## src/rtl/mips_ctrl_pkg.sv

```systemverilog
// Shared encodings for the multi-cycle MIPS control unit: opcodes, states,
// datapath select codes and the opcode class latched during decode.
package mips_ctrl_pkg;

    localparam logic [5:0] OpRtype = 6'h00;
    localparam logic [5:0] OpJ     = 6'h02;
    localparam logic [5:0] OpJal   = 6'h03;
    localparam logic [5:0] OpBeq   = 6'h04;
    localparam logic [5:0] OpAddi  = 6'h08;
    localparam logic [5:0] OpOri   = 6'h0D;
    localparam logic [5:0] OpLui   = 6'h0F;
    localparam logic [5:0] OpLw    = 6'h23;
    localparam logic [5:0] OpSw    = 6'h2B;

    typedef logic [3:0] state_t;
    localparam state_t StIdle     = 4'd0;
    localparam state_t StFetch    = 4'd1;
    localparam state_t StDecode   = 4'd2;
    localparam state_t StMemAddr  = 4'd3;
    localparam state_t StMemRead  = 4'd4;
    localparam state_t StMemWb    = 4'd5;
    localparam state_t StMemWrite = 4'd6;
    localparam state_t StRExec    = 4'd7;
    localparam state_t StRWb      = 4'd8;
    localparam state_t StImmExec  = 4'd9;
    localparam state_t StImmWb    = 4'd10;
    localparam state_t StBranch   = 4'd11;
    localparam state_t StJump     = 4'd12;
    localparam state_t StJal      = 4'd13;
    localparam state_t StFault    = 4'd14;

    localparam logic [2:0] AluAdd   = 3'b000;
    localparam logic [2:0] AluSub   = 3'b001;
    localparam logic [2:0] AluFunct = 3'b010;
    localparam logic [2:0] AluLui   = 3'b011;
    localparam logic [2:0] AluOr    = 3'b100;

    localparam logic [1:0] AluBReg    = 2'b00;
    localparam logic [1:0] AluBFour   = 2'b01;
    localparam logic [1:0] AluBImm    = 2'b10;
    localparam logic [1:0] AluBBranch = 2'b11;

    localparam logic [1:0] PcSrcAlu    = 2'b00;
    localparam logic [1:0] PcSrcAluOut = 2'b01;
    localparam logic [1:0] PcSrcJump   = 2'b10;

    localparam logic [1:0] RegDstRt = 2'b00;
    localparam logic [1:0] RegDstRd = 2'b01;
    localparam logic [1:0] RegDstRa = 2'b10;

    localparam logic [1:0] MemToRegAlu = 2'b00;
    localparam logic [1:0] MemToRegMem = 2'b01;
    localparam logic [1:0] MemToRegPc  = 2'b10;

    typedef enum logic [2:0] {ClsNone, ClsLw, ClsSw, ClsAddi, ClsOri, ClsLui} opclass_t;

    function automatic opclass_t opclass_of(input logic [5:0] op);
        case (op)
            OpLw:    return ClsLw;
            OpSw:    return ClsSw;
            OpAddi:  return ClsAddi;
            OpOri:   return ClsOri;
            OpLui:   return ClsLui;
            default: return ClsNone;
        endcase
    endfunction

    function automatic logic is_mem_state(input state_t s);
        return (s == StFetch) || (s == StMemRead) || (s == StMemWrite);
    endfunction

endpackage

```

## src/rtl/multicycle_control_if.sv

```systemverilog
// Control bundle between the instruction register / memory handshake and the
// multi-cycle datapath. master = control unit, slave = datapath side.
interface multicycle_control_if #(
    parameter int unsigned ALUOP_W = 3
);
    logic [31:0]        instr;
    logic               mem_ready;
    logic               pc_write;
    logic               pc_write_cond;
    logic               iord;
    logic               mem_read;
    logic               mem_write;
    logic               ir_write;
    logic               reg_write;
    logic               alu_src_a;
    logic [1:0]         reg_dst;
    logic [1:0]         mem_to_reg;
    logic [1:0]         alu_src_b;
    logic [1:0]         pc_source;
    logic [ALUOP_W-1:0] alu_op;
    logic               instr_done;
    logic               fault;

    modport master (
        input  instr, mem_ready,
        output pc_write, pc_write_cond, iord, mem_read, mem_write, ir_write, reg_write,
               alu_src_a, reg_dst, mem_to_reg, alu_src_b, pc_source, alu_op, instr_done, fault
    );

    modport slave (
        output instr, mem_ready,
        input  pc_write, pc_write_cond, iord, mem_read, mem_write, ir_write, reg_write,
               alu_src_a, reg_dst, mem_to_reg, alu_src_b, pc_source, alu_op, instr_done, fault
    );
endinterface

```

## src/rtl/mem_wait_timer.sv

```systemverilog
// Counts memory wait cycles and flags a timeout when a memory state has waited
// TIMEOUT-1 cycles and still sees no ready in the current one.
module mem_wait_timer #(
    parameter int unsigned TIMEOUT = 16
) (
    input  logic clk,
    input  logic rst_n,
    input  logic clear,
    input  logic active,
    input  logic mem_ready,
    output logic expired
);
    localparam int unsigned CntW = $clog2(TIMEOUT + 1);

    logic [CntW-1:0] cnt_q, cnt_d;

    always_comb begin
        cnt_d = cnt_q;
        if (clear) begin
            cnt_d = '0;
        end else if (active && !mem_ready) begin
            cnt_d = cnt_q + CntW'(1);
        end
    end

    // A ready in the limit cycle completes the access rather than faulting.
    assign expired = active && !mem_ready && (cnt_q == CntW'(TIMEOUT - 1));

    always_ff @(posedge clk or negedge rst_n) begin
        if (!rst_n) begin
            cnt_q <= '0;
        end else begin
            cnt_q <= cnt_d;
        end
    end
endmodule

```

## src/rtl/multicycle_control.sv

```systemverilog
// Multi-cycle MIPS control FSM: sequences fetch/decode/execute/memory/write-back
// and drives the shared-datapath selects from the state register.
module multicycle_control
    import mips_ctrl_pkg::*;
#(
    parameter int unsigned TIMEOUT = 16,
    parameter int unsigned ALUOP_W = 3
) (
    input logic                  clk,
    input logic                  rst_n,
    multicycle_control_if.master bus
);
    state_t     state_q, state_d;
    opclass_t   cls_q, cls_d;
    logic [5:0] opcode;
    logic [2:0] aop;
    logic       timer_clear, timer_active, timer_expired;

    assign opcode       = bus.instr[31:26];
    assign timer_active = is_mem_state(state_q);
    assign timer_clear  = (state_d != state_q) && is_mem_state(state_d);

    mem_wait_timer #(
        .TIMEOUT(TIMEOUT)
    ) u_timer (
        .clk      (clk),
        .rst_n    (rst_n),
        .clear    (timer_clear),
        .active   (timer_active),
        .mem_ready(bus.mem_ready),
        .expired  (timer_expired)
    );

    always_comb begin
        state_d = state_q;
        cls_d   = cls_q;
        case (state_q)
            StIdle:  state_d = StFetch;
            StFetch: begin
                if (bus.mem_ready)      state_d = StDecode;
                else if (timer_expired) state_d = StFault;
            end
            StDecode: begin
                cls_d = opclass_of(opcode);
                case (opcode)
                    OpRtype:              state_d = StRExec;
                    OpLw, OpSw:           state_d = StMemAddr;
                    OpBeq:                state_d = StBranch;
                    OpJ:                  state_d = StJump;
                    OpJal:                state_d = StJal;
                    OpAddi, OpOri, OpLui: state_d = StImmExec;
                    default:              state_d = StFault;
                endcase
            end
            StMemAddr: state_d = (cls_q == ClsSw) ? StMemWrite : StMemRead;
            StMemRead: begin
                if (bus.mem_ready)      state_d = StMemWb;
                else if (timer_expired) state_d = StFault;
            end
            StMemWrite: begin
                if (bus.mem_ready)      state_d = StFetch;
                else if (timer_expired) state_d = StFault;
            end
            StRExec:   state_d = StRWb;
            StImmExec: state_d = StImmWb;
            StMemWb, StRWb, StImmWb, StBranch, StJump, StJal: state_d = StFetch;
            StFault:   state_d = StFault;
            default:   state_d = StFault;
        endcase
    end

    always_comb begin
        bus.pc_write      = 1'b0;
        bus.pc_write_cond = 1'b0;
        bus.iord          = 1'b0;
        bus.mem_read      = 1'b0;
        bus.mem_write     = 1'b0;
        bus.ir_write      = 1'b0;
        bus.reg_write     = 1'b0;
        bus.alu_src_a     = 1'b0;
        bus.reg_dst       = RegDstRt;
        bus.mem_to_reg    = MemToRegAlu;
        bus.alu_src_b     = AluBReg;
        bus.pc_source     = PcSrcAlu;
        bus.instr_done    = 1'b0;
        bus.fault         = 1'b0;
        aop               = AluAdd;
        case (state_q)
            StFetch: begin
                bus.mem_read  = 1'b1;
                bus.alu_src_b = AluBFour;
                bus.ir_write  = bus.mem_ready;
                bus.pc_write  = bus.mem_ready;
            end
            StDecode:  bus.alu_src_b = AluBBranch;
            StMemAddr: begin
                bus.alu_src_a = 1'b1;
                bus.alu_src_b = AluBImm;
            end
            StMemRead: begin
                bus.mem_read = 1'b1;
                bus.iord     = 1'b1;
            end
            StMemWb: begin
                bus.reg_write  = 1'b1;
                bus.mem_to_reg = MemToRegMem;
                bus.instr_done = 1'b1;
            end
            StMemWrite: begin
                bus.mem_write  = 1'b1;
                bus.iord       = 1'b1;
                bus.instr_done = bus.mem_ready;
            end
            StRExec: begin
                bus.alu_src_a = 1'b1;
                aop           = AluFunct;
            end
            StRWb, StImmWb: begin
                bus.reg_write  = 1'b1;
                bus.reg_dst    = (state_q == StRWb) ? RegDstRd : RegDstRt;
                bus.instr_done = 1'b1;
            end
            StImmExec: begin
                bus.alu_src_a = 1'b1;
                bus.alu_src_b = AluBImm;
                aop = (cls_q == ClsOri) ? AluOr : (cls_q == ClsLui) ? AluLui : AluAdd;
            end
            StBranch: begin
                bus.alu_src_a     = 1'b1;
                bus.pc_write_cond = 1'b1;
                bus.pc_source     = PcSrcAluOut;
                bus.instr_done    = 1'b1;
                aop               = AluSub;
            end
            StJump, StJal: begin
                bus.pc_write   = 1'b1;
                bus.pc_source  = PcSrcJump;
                bus.instr_done = 1'b1;
                if (state_q == StJal) begin
                    bus.reg_write  = 1'b1;
                    bus.reg_dst    = RegDstRa;
                    bus.mem_to_reg = MemToRegPc;
                end
            end
            StFault: bus.fault = 1'b1;
            default: ;
        endcase
        bus.alu_op = ALUOP_W'(aop);
    end

    always_ff @(posedge clk or negedge rst_n) begin
        if (!rst_n) begin
            state_q <= StIdle;
            cls_q   <= ClsNone;
        end else begin
            state_q <= state_d;
            cls_q   <= cls_d;
        end
    end
endmodule

```

## src/flat_wrapper.sv

```systemverilog
// flat-port wrapper written by rule: the top's interface ports become plain ports
module multicycle_control_flat import mips_ctrl_pkg::*;
#(
    parameter int unsigned TIMEOUT = 16,
    parameter int unsigned ALUOP_W = 3
)
  (clk, rst_n, bus_instr, bus_mem_ready, bus_pc_write, bus_pc_write_cond, bus_iord, bus_mem_read, bus_mem_write, bus_ir_write, bus_reg_write, bus_alu_src_a, bus_reg_dst, bus_mem_to_reg, bus_alu_src_b, bus_pc_source, bus_alu_op, bus_instr_done, bus_fault);
  multicycle_control_if #(.ALUOP_W(ALUOP_W)) bus_i ();
  input logic clk;
  input logic rst_n;
  input wire logic [$bits(bus_i.instr)-1:0] bus_instr;
  input wire logic [$bits(bus_i.mem_ready)-1:0] bus_mem_ready;
  output wire logic [$bits(bus_i.pc_write)-1:0] bus_pc_write;
  output wire logic [$bits(bus_i.pc_write_cond)-1:0] bus_pc_write_cond;
  output wire logic [$bits(bus_i.iord)-1:0] bus_iord;
  output wire logic [$bits(bus_i.mem_read)-1:0] bus_mem_read;
  output wire logic [$bits(bus_i.mem_write)-1:0] bus_mem_write;
  output wire logic [$bits(bus_i.ir_write)-1:0] bus_ir_write;
  output wire logic [$bits(bus_i.reg_write)-1:0] bus_reg_write;
  output wire logic [$bits(bus_i.alu_src_a)-1:0] bus_alu_src_a;
  output wire logic [$bits(bus_i.reg_dst)-1:0] bus_reg_dst;
  output wire logic [$bits(bus_i.mem_to_reg)-1:0] bus_mem_to_reg;
  output wire logic [$bits(bus_i.alu_src_b)-1:0] bus_alu_src_b;
  output wire logic [$bits(bus_i.pc_source)-1:0] bus_pc_source;
  output wire logic [$bits(bus_i.alu_op)-1:0] bus_alu_op;
  output wire logic [$bits(bus_i.instr_done)-1:0] bus_instr_done;
  output wire logic [$bits(bus_i.fault)-1:0] bus_fault;
  assign bus_i.instr = bus_instr;
  assign bus_i.mem_ready = bus_mem_ready;
  assign bus_pc_write = bus_i.pc_write;
  assign bus_pc_write_cond = bus_i.pc_write_cond;
  assign bus_iord = bus_i.iord;
  assign bus_mem_read = bus_i.mem_read;
  assign bus_mem_write = bus_i.mem_write;
  assign bus_ir_write = bus_i.ir_write;
  assign bus_reg_write = bus_i.reg_write;
  assign bus_alu_src_a = bus_i.alu_src_a;
  assign bus_reg_dst = bus_i.reg_dst;
  assign bus_mem_to_reg = bus_i.mem_to_reg;
  assign bus_alu_src_b = bus_i.alu_src_b;
  assign bus_pc_source = bus_i.pc_source;
  assign bus_alu_op = bus_i.alu_op;
  assign bus_instr_done = bus_i.instr_done;
  assign bus_fault = bus_i.fault;
  multicycle_control #(.TIMEOUT(TIMEOUT), .ALUOP_W(ALUOP_W)) u_core (.clk(clk), .rst_n(rst_n), .bus(bus_i));
endmodule
```

## config.mk

```make
export PLATFORM = sky130hd
export DESIGN_NAME = multicycle_control_flat
export DESIGN_NICKNAME = d
export VERILOG_FILES = /design/src/rtl/mips_ctrl_pkg.sv /design/src/rtl/multicycle_control_if.sv /design/src/rtl/mem_wait_timer.sv /design/src/rtl/multicycle_control.sv /design/src/flat_wrapper.sv
export SDC_FILE = /design/constraint.sdc
export NUM_CORES = 1
export LEC_CHECK = 0
export ABC_CLOCK_PERIOD_IN_PS = 3100
export BUFFER_PORTS_ARGS = -buffer_cell sky130_fd_sc_hd__buf_2
export CAP_MARGIN = 20
export CORE_MARGIN = 3
export CORE_UTILIZATION = 47
export CTS_BUF_LIST = sky130_fd_sc_hd__clkbuf_4 sky130_fd_sc_hd__clkbuf_8 sky130_fd_sc_hd__clkbuf_16
export DETAILED_ROUTE_END_ITERATION = 7
export PLACE_DENSITY = 0.8
export SKIP_LAST_GASP = 1
export SLEW_MARGIN = 20
export SYNTH_ARGS = -nofsm -noshare
export SYNTH_HDL_FRONTEND = slang
export SYNTH_SLANG_ARGS = --single-unit
```

## constraint.sdc

```tcl
create_clock -name clk -period 3.1 [get_ports clk]
set_clock_uncertainty 0.2 [all_clocks]
set_input_delay 0.155 -clock clk [delete_from_list [all_inputs] [get_ports clk]]
set_output_delay 0.155 -clock clk [all_outputs]
set_load 0.1 [all_outputs]
```

# After elaboration in Yosys (flattened, before gate mapping)

Index checks and enable logic that the tools add are counted.

Add/sub/neg operators: 1
Equal/unequal tests: 30
Muxes and demuxes: 30
Reduce and logical (&&, ||, !) cells: 22

Operators with widths:

| operator                                       | number |
|---|---|
| one-hot mux 4 bit (8 select lines)             | 1 |
| == test 4 bit (second input constant)          | 7 |
| == test 4 x 3 -> 1 bit (second input constant) | 6 |
| one-hot mux 4 bit (6 select lines)             | 1 |
| == test 6 x 4 -> 1 bit (second input constant) | 3 |
| two-way mux 4 bit                              | 4 |
| one-hot mux 3 bit (5 select lines)             | 1 |
| == test 6 x 2 -> 1 bit (second input constant) | 2 |
| == test 6 bit (second input constant)          | 2 |
| one-hot mux 2 bit (2 select lines)             | 3 |
| OR reduction 2 bit                             | 6 |
| two-way mux 5 bit                              | 2 |
| two-way mux 1 bit                              | 9 |
| one-hot mux 3 bit (3 select lines)             | 1 |
| == test 4 x 1 -> 1 bit (second input constant) | 2 |
| == test 4 x 2 -> 1 bit (second input constant) | 2 |
| OR reduction 7 bit                             | 1 |
| == test 3 bit (second input constant)          | 2 |
| == test 6 x 3 -> 1 bit (second input constant) | 1 |
| logical NOT 6 bit                              | 1 |
| two-way mux 2 bit                              | 3 |
| one-hot mux 1 bit (2 select lines)             | 3 |
| one-hot mux 2 bit (3 select lines)             | 1 |
| OR reduction 3 bit                             | 2 |
| other kinds (12)                               | 17 |

Bits in registers: 12
Bits of input ports: 35
Output and inout port bits: 21

# Logic depth before layout (Yosys ltp)

Gate-level depths: netlist (run 1).

Depth in word-level cells: 13
Depth in mapped cells: 9
Depth with buffers taken out: 9

# By module

From an unflattened synthesis (run 1), not the netlist that was laid out.

Cells, all modules: 164
Area, all modules: 1267.5 sq um

Modules (own cells, without submodules):

| module             | times used | cells each | area each (sq um) |
|---|---|---|---|
| multicycle_control | 1          | 139        | 972.2 |
| mem_wait_timer     | 1          | 25         | 295.3 |

# Least setup slack after synthesis (run 1)

Ideal clock, no wire load.

Kind: reg2reg
Start: register u_core.state_q[1]
End: register u_core.u_timer.cnt_q[0]
Library setup time: 0.086 ns
Arrival: 3.565 ns
Required time: 2.814 ns
Slack: -0.751 ns
Stages on the path, launching flop included: 7
Buffers on the path: 2
Clock period less this slack: 3.851 ns
Cell sequence: dfrtp_1 buf_2 buf_2 clkinv_1 nor3_1 o21ai_2 a31oi_1

Cells in the longest elaborated chain, start to end: 13
Elaborated cells on any way between the ends: 33
Those cells by class: eq/ne: 17; mux: 6; reduce/logical: 10

RTL lines:

| element                                                                 | line                                                                         | text |
|---|---|---|
| start, declared                                                         | multicycle_control.sv:13                                                     | `state_t state_q, state_d;` |
| start signal, assigned                                                  | multicycle_control.sv:153                                                    | `state_q <= StIdle;` |
| start signal, assigned                                                  | multicycle_control.sv:156                                                    | `state_q <= state_d;` |
| == test 4 x 1 -> 1 bit / == test 4 x 3 -> 1 bit (equally long branches) | mips_ctrl_pkg.sv:69, multicycle_control.sv:37                                |  |
| logical OR 1 bit (2 in series)                                          | mips_ctrl_pkg.sv:69                                                          | `return (s == StFetch) \|\| (s == StMemRead) \|\| (s == StMemWrite);` |
| logical AND 1 bit                                                       | mem_wait_timer.sv:21, mem_wait_timer.sv:27                                   |  |
| logical AND 1 bit                                                       | mem_wait_timer.sv:27                                                         | `assign expired = active && !mem_ready && (cnt_q == CntW'(TIMEOUT - 1));` |
| two-way mux 4 bit                                                       | multicycle_control.sv:41, multicycle_control.sv:58, multicycle_control.sv:62 |  |
| two-way mux 4 bit, on equally long branches                             | multicycle_control.sv:61, multicycle_control.sv:40, multicycle_control.sv:57 |  |
| one-hot mux 4 bit (8 select lines)                                      | multicycle_control.sv:37                                                     | `case (state_q)` |
| == test 4 x 1 -> 1 bit / == test 4 x 3 -> 1 bit (equally long branches) | mips_ctrl_pkg.sv:69                                                          |  |
| logical OR 1 bit (2 in series)                                          | mips_ctrl_pkg.sv:69                                                          |  |
| logical AND 1 bit                                                       | multicycle_control.sv:21                                                     | `assign timer_clear = (state_d != state_q) && is_mem_state(state_d);` |
| two-way mux 5 bit / nonzero test 2 bit (equally long branches)          | --                                                                           |  |
| end signal, assigned                                                    | mem_wait_timer.sv:33                                                         | `cnt_q <= cnt_d;` |
| end, declared                                                           | mem_wait_timer.sv:15                                                         | `logic [CntW-1:0] cnt_q, cnt_d;` |

Several ways; a longest one is shown, not always the timed one.
A chain may end at the register's enable or synchronous reset.

# Worst setup path in the final report (run 1)

Start: register u_core.u_timer.cnt_q[0]
End: register u_core.u_timer.cnt_q[3]

Cells in the longest elaborated chain, start to end: 10
Elaborated cells on any way between the ends: 18
Those cells by class: add/sub: 1; eq/ne: 5; mux: 7; reduce/logical: 5

RTL lines:

| element                                                                 | line |
|---|---|
| == test 5 x 4 -> 1 bit *                                                | mem_wait_timer.sv:27 |
| logical AND 1 bit *                                                     | mem_wait_timer.sv:27 |
| two-way mux 4 bit *                                                     | multicycle_control.sv:41, multicycle_control.sv:58, multicycle_control.sv:62 |
| two-way mux 4 bit, on equally long branches                             | multicycle_control.sv:61, multicycle_control.sv:40, multicycle_control.sv:57 |
| one-hot mux 4 bit (8 select lines) *                                    | multicycle_control.sv:37 |
| named net u_core.state_d[0]                                             | multicycle_control.sv:13 |
| == test 4 x 1 -> 1 bit / == test 4 x 3 -> 1 bit (equally long branches) | mips_ctrl_pkg.sv:69 |
| logical OR 1 bit (2 in series)                                          | mips_ctrl_pkg.sv:69 |
| logical AND 1 bit *                                                     | multicycle_control.sv:21 |
| two-way mux 5 bit / nonzero test 2 bit (equally long branches)          | -- |

Mark *: on every way through the listed nets, which the timed path passes. The rest lies on a longest branch. The select of a mux whose other input is x is not followed.

==> results.toml, run 1 <==
[run_status]
status = "complete, no violations"

[grt]
grt_overflow = 0
antenna_found_initial = 0
grt_pass1_wl_mm = 4.636
grt_max_degree = 25
grt_usage = 0.1778
grt_pass1_vias = 1090

[die]
die-area_sq_mm = 0.003225
initial_utilization = 0.5229
dieHeight_um = 56.79
ios = 56
fp.dieW_um = 56.79
rows = 17
core_sq_mm = 0.002318

[critical_path]
path_class = "reg -> reg"
required_ns = 3.01
path_depth = 9
startpoint_type = "flop"
cp_max_fo = 5
cp_slowest_cell = "mux2i_1"
worstPathCellList = "ha_1 > and3_1 > ha_1 > or3_4 > a221oi_2 > a31oi_1 > o21ai_2 > mux2i_1 > a31oi_1"
r2r_slack_ns = 0.35
max_stage_delay_ns = 0.44
worstSetupEndpointType = "flop"
cp.arrival_ns = 2.66
reg2regPathDepth = 9
critPathTopFamily = "compound AO/OA/AOI/OAI gates"
worst-path-buf-inv = 0

[flow_run]
drv_cap = 0

[synth]
synth.distinct_cells = 47
synth_warnings = 0
syn_area_per_cell_sq_um = 7.578
postSynthCellCount = 160
synthFlopType = "dfrtp_1"
ys_seq_elements = 12
ys_seq_area_frac = 0.2477
syn-cell-area_sq_mm = 0.001212
synth_top_area_share = 0.2477
synthTopCellsByArea = "dfrtp_1 (25%), nand2_1 (5.0%), nor2_1 (5.0%)"
synth_largest_area_cell = "dfrtp_1"
synth_fp_nets = 197
synth_async_sr_flop_share = 1.000
synth_common_cells = "nand2_1 (16), nor2_1 (16), dfrtp_1 (12)"
synth_edf_count = 0

[placed_design]
hpwl_mm = 2.187
dpl-instance-area_sq_mm = 0.001345
gp_congestion = 0.8430
portBuffers = 29

[route]
routedWlPerCell_um = 13.60
vias = 1221
wl_mm = 2.828
dr.pass1.iters = 4
drcViolationCount = 0
vias_per_cell = 5.870
ant_nets = 0
drtIter0Drc = 40

[clock_network]
ctsHoldBuffers = 2
cts_sinks = 12
post_cts_buffers = 0
cts_buffers = 3
clockRootBuffer = "clkbuf_4"
post_cts_resized = 0
clk_path_buf_depth = 2
h-tree-depth = 1
clk_latency_ns = 0.26
clk_pin_slew_ns = 0.06
cts_tree = "built"

[timing]
fmax_mhz = 363.4
final.min_clock_period_ns = 2.752
final_max_slew_viol_count = 0
fin_crit_sh = 0.8877
timing.setup.tns_ns = 0
setup_viol = 0
slew_headroom = 0.5549
rsz0062_at_grt = "false"
finalHoldViolCount = 0
max_slew.worst_pin.slew_ns = 0.6677

[power_and_ir_drop]
p_per_area_mw_per_mm2 = 1202
leakage_nw = 0.6373
ir_drop_mv = 1.133

[layout]
antenna_cells_inserted = 0
drive_above_1_share = 0.2667
fin_area_sq_mm = 0.001388
num-nets-final = 219
utilization = 0.5985
area_delta_synth_final_pct = 14.45

[worst_hold_path]
hold_path_class = "in -> async"
==> cell type report <==
class	instances	area, sq um
inverters	5	18.77
clock buffers	3	22.52
repair buffers	32	172.7
flip-flops and latches	12	300.3
fillers	204	930.9
well taps	28	35.03
multi-input cells	128	838.3
==> cell families after synthesis <==
logic type,after synthesis,synth area share
DFF,12,0.2477
adders and majority gates,2,0.02064
buffers and inverters,20,0.08359
muxes,3,0.02477
xor gates and xnor gates,4,0.02890
and+or+nand+nor,72,0.3106
AOI/OAI and AO/OA,47,0.2838
==> flip-flops by register name (all words and copies together) (netlist names) <==
name and count:
u_core.state_q 4, u_core.u_timer.cnt_q 5, u_core.cls_q 3
==> cell usage in the layout (no fill, tap or decap), types with 3 or more instances in the layout <==
master    instances
nand2_1          16
buf_2            29
inv_1             4
o21ai_1           3
dfrtp_1          12
o211ai_1          3
and2_1            3
nor2b_1           9
nor3_2            3
nor2_1           15
and3_1            5
a21oi_1           7
nand2b_1          8
clkbuf_4          3
a31oi_1           8
mux2i_1           3
o21ai_0           4
==> metrics by stage <==
stage	total power, mW	hold WS, ns	setup slack, ns	instances
floorplan	1.414	-0.3406	0.1203	160
global placement	1.554	-0.1636	0.4465	203
detailed placement	1.581	-0.1545	0.3879	203
CTS	1.675	0.08784	0.3827	208
global route	1.768	0.1007	0.1836	208
finish	1.668	0.08641	0.3482	208
==> report_power, final <==
group          internal [mW]  total (mW)  switching, mW
combinational          0.284        1.26          0.971
clock                 0.0448      0.0878         0.0430
sequential             0.204       0.324          0.120
total                  0.533        1.67           1.13
==> final timing paths <==
kind / from / end
min in group clk: bus_mem_ready / u_core.state_q[0]
worst max-delay path: u_core.u_timer.cnt_q[0] / u_core.u_timer.cnt_q[3]
worst min register to register: u_core.cls_q[2] / u_core.cls_q[2]
max in group asynchronous: rst_n / u_core.cls_q[2]
worst max register to register: u_core.u_timer.cnt_q[0] / u_core.u_timer.cnt_q[3]
worst min-delay path: rst_n / u_core.u_timer.cnt_q[0]
==> per-layer routing <==
layer  GRT usage  part of all wire  wire length [um]
met4     0.09272            0.0088                25
met3     0.02069             0.072               204
met1      0.2304              0.43              1225
met2      0.2871              0.49              1372
met5           0                 0                 0
No activity file was read; power rests on OpenSTA's default activity.
==> run 2: changes to the inputs <==
==> constraint.sdc (replaced) <==
create_clock -name clk -period 3.1 [get_ports clk]
set_clock_uncertainty 0.2 [all_clocks]
set_input_delay 0 -clock clk [delete_from_list [all_inputs] [get_ports clk]]
set_output_delay 0 -clock clk [all_outputs]
set_load 0.1 [all_outputs]
==> run 2 against run 1 <==
Compared with the run above: setup slack got worse by 0.053 ns; critical path depth is the same; non-clock buffer count increased by 7; combinational power rose by 4%; die area unchanged; cell count is 3.8% higher; routed wire length rose by 10%; sequential cell count unchanged; register-to-register slack got worse by 0.05 ns; power rose by 3.6%; global-route usage rose by 2.7 points; critical path type unchanged; core utilization is 3.4 points higher.
==> results.toml, run 2 (synthesized netlist as in run 1, its figures left out) <==
[run_status]
status = "complete, no violations"

[power_and_ir_drop]
netSwitchingFraction = 0.6697
ir_drop_mv = 1.184
power_mw = 1.728
p_int_uw = 570.8
combPwrFrac = 0.757
clkPwrFrac = 0.071
leakage_nw = 0.6722
p_per_area_mw_per_mm2 = 1179
switchingPower_mw = 1.157
seqPwrFrac = 0.172

[route]
dr.pass1.iters = 4
ant_nets = 0
drcViolationCount = 0
vias_per_cell = 5.870
drtIter0Drc = 43
wl_mm = 3.111
routedWlPerCell_um = 14.40
vias = 1268

[critical_path]
rr_endpoint = "u_core.u_timer.cnt_q[1]"
required_ns = 3.03
path_depth = 9
max_stage_delay_ns = 0.46
critPathTopFamily = "compound AO/OA/AOI/OAI gates"
reg2regPathDepth = 9
cp.arrival_ns = 2.73
worst-path-buf-inv = 0
r2r-start = "u_core.u_timer.cnt_q[0]"
worstSetupEndpointType = "flop"
r2r_slack_ns = 0.30
startpoint_type = "flop"
path_class = "reg -> reg"
worstPathCellList = "ha_1 > and3_1 > ha_1 > or3_4 > a221oi_2 > a31oi_1 > o21ai_2 > mux2i_1 > a31oi_1"
cp_max_fo = 5
cp_slowest_cell = "mux2i_1"

[grt]
antenna_found_initial = 0
grt_usage = 0.2050
grt_overflow = 0
grt_pass1_wl_mm = 5.278
grt_pass1_vias = 1190
grt_max_degree = 25

[layout]
largest_register_ffs = 5
utilization = 0.6325
drive_above_1_share = 0.2606
multiInputGateArea_sq_um = 835.8
largest_register = "u_core.u_timer.cnt_q"
antenna_cells_inserted = 0
top_regs = "u_core.u_timer.cnt_q x5, u_core.state_q x4, u_core.cls_q x3"
most-common-layout-cells = "buf_2 (29), nand2_1 (16), nor2_1 (16)"
fillers = 228
num-nets-final = 226
area_delta_synth_final_pct = 20.95
layout_commonest_cell = "buf_2"
final_cell_count_no_fill = 216
regArea_sq_um = 300.3

[timing]
final.min_clock_period_ns = 2.805
fin_crit_sh = 0.9048
fmax_mhz = 356.5
final_max_slew_viol_count = 0
timing.hold.ws_ns = 0.04221
setup_viol = 0
rsz0062_at_grt = "false"
finalHoldViolCount = 0
timing.setup.tns_ns = 0
max_slew.worst_pin.slew_ns = 0.6426
slew_headroom = 0.5716

[die]
die-area_sq_mm = 0.003225
ios = 56
initial_utilization = 0.5229
dieHeight_um = 56.79
core_sq_mm = 0.002318
rows = 17
fp.dieW_um = 56.79

[clock_network]
post_cts_buffers = 0
clk_latency_ns = 0.27
clockRootBuffer = "clkbuf_4"
cts_buffers = 3
clk_path_buf_depth = 2
cts_sinks = 12
cts_tree = "built"
h-tree-depth = 1
clk_pin_slew_ns = 0.07

[placed_design]
gp_congestion = 0.8532
portBuffers = 29
dp.cells = 204
hpwl_mm = 2.255

[worst_hold_path]
min_from = "bus_instr[27]"
holdPathStages = 4
hold_path_class = "in -> reg"
hold_end = "u_core.state_q[1]"

[flow_run]
drv_cap = 0
-- run 2: cell types whose count changed in the layout (fill, tap and decap cells not counted), sizes merged --
| cell | previous run | this run |
|---|---|---|
| clkbuf | 3 | 4 |
| dlygate4sd3 | 2 | 8 |
| buf | 30 | 31 |
-- run 2: how the worst max path moves through the flow --
stage | to | start | slack [ns]
6_report | u_core.u_timer.cnt_q[1] | u_core.u_timer.cnt_q[0] | 0.30
5_1_grt | u_core.u_timer.cnt_q[1] | u_core.u_timer.cnt_q[0] | 0.06
4_1_cts | u_core.u_timer.cnt_q[1] | u_core.u_timer.cnt_q[0] | 0.28
3_5_place_dp | u_core.u_timer.cnt_q[1] | u_core.u_timer.cnt_q[0] | 0.30
3_3_place_gp | u_core.u_timer.cnt_q[0] | u_core.u_timer.cnt_q[0] | 0.43
2_1_floorplan | bus_pc_source[0] | u_core.state_q[0] | -0.02
-- run 2: final cells by class --
type / instances / share of cell area
Clock buffer: 4 / 0.02474
Inverter: 5 / 0.01280
Multi-Input combinational cell: 128 / 0.5700
Sequential cell: 12 / 0.2048
Tap cell: 28 / 0.02389
Timing Repair Buffer: 39 / 0.1638
-- run 2: through the flow --
step	area [sq um]	setup slack [ns]
finish	1466	0.2950
global route	1466	0.06248
CTS	1466	0.2847
detailed placement	1350	0.3019
global placement	1350	0.4301
floorplan	1237	-0.02027
-- run 2: power groups by stage --
stage	logic (mW)	clock network (mW)	registers, mW
6_report	1.31	0.122	0.297
5_1_grt	1.39	0.135	0.309
3_5_place_dp	1.29	0	0.298
2_1_floorplan	1.18	0	0.237
3_3_place_gp	1.27	0	0.294
4_1_cts	1.31	0.126	0.295
-- run 2: worst reg2reg max path, delay by kind of cell, from the launching register on --
| kind | cells | cell delay, ns |
|---|---|---|
| flops | 1 | 0.41 |
| simple gates | 2 | 0.53 |
| fa+ha+maj | 2 | 0.44 |
| mux | 1 | 0.46 |
| compound gates | 4 | 0.62 |
-- run 2: layer usage --
metal,GRT usage,vias up,routed length (um)
met5,0,-,0
met4,0.1060,0,92
met3,0.02989,11,189
met2,0.3383,42,1511
met1,0.2567,586,1318
li1,-,629,-
-- run 2: repair_timing --
item                      4_1_cts  5_1_grt
gates resized for setup         0        0
hold endpoints to repair       17        0
hold buffers                    8        0
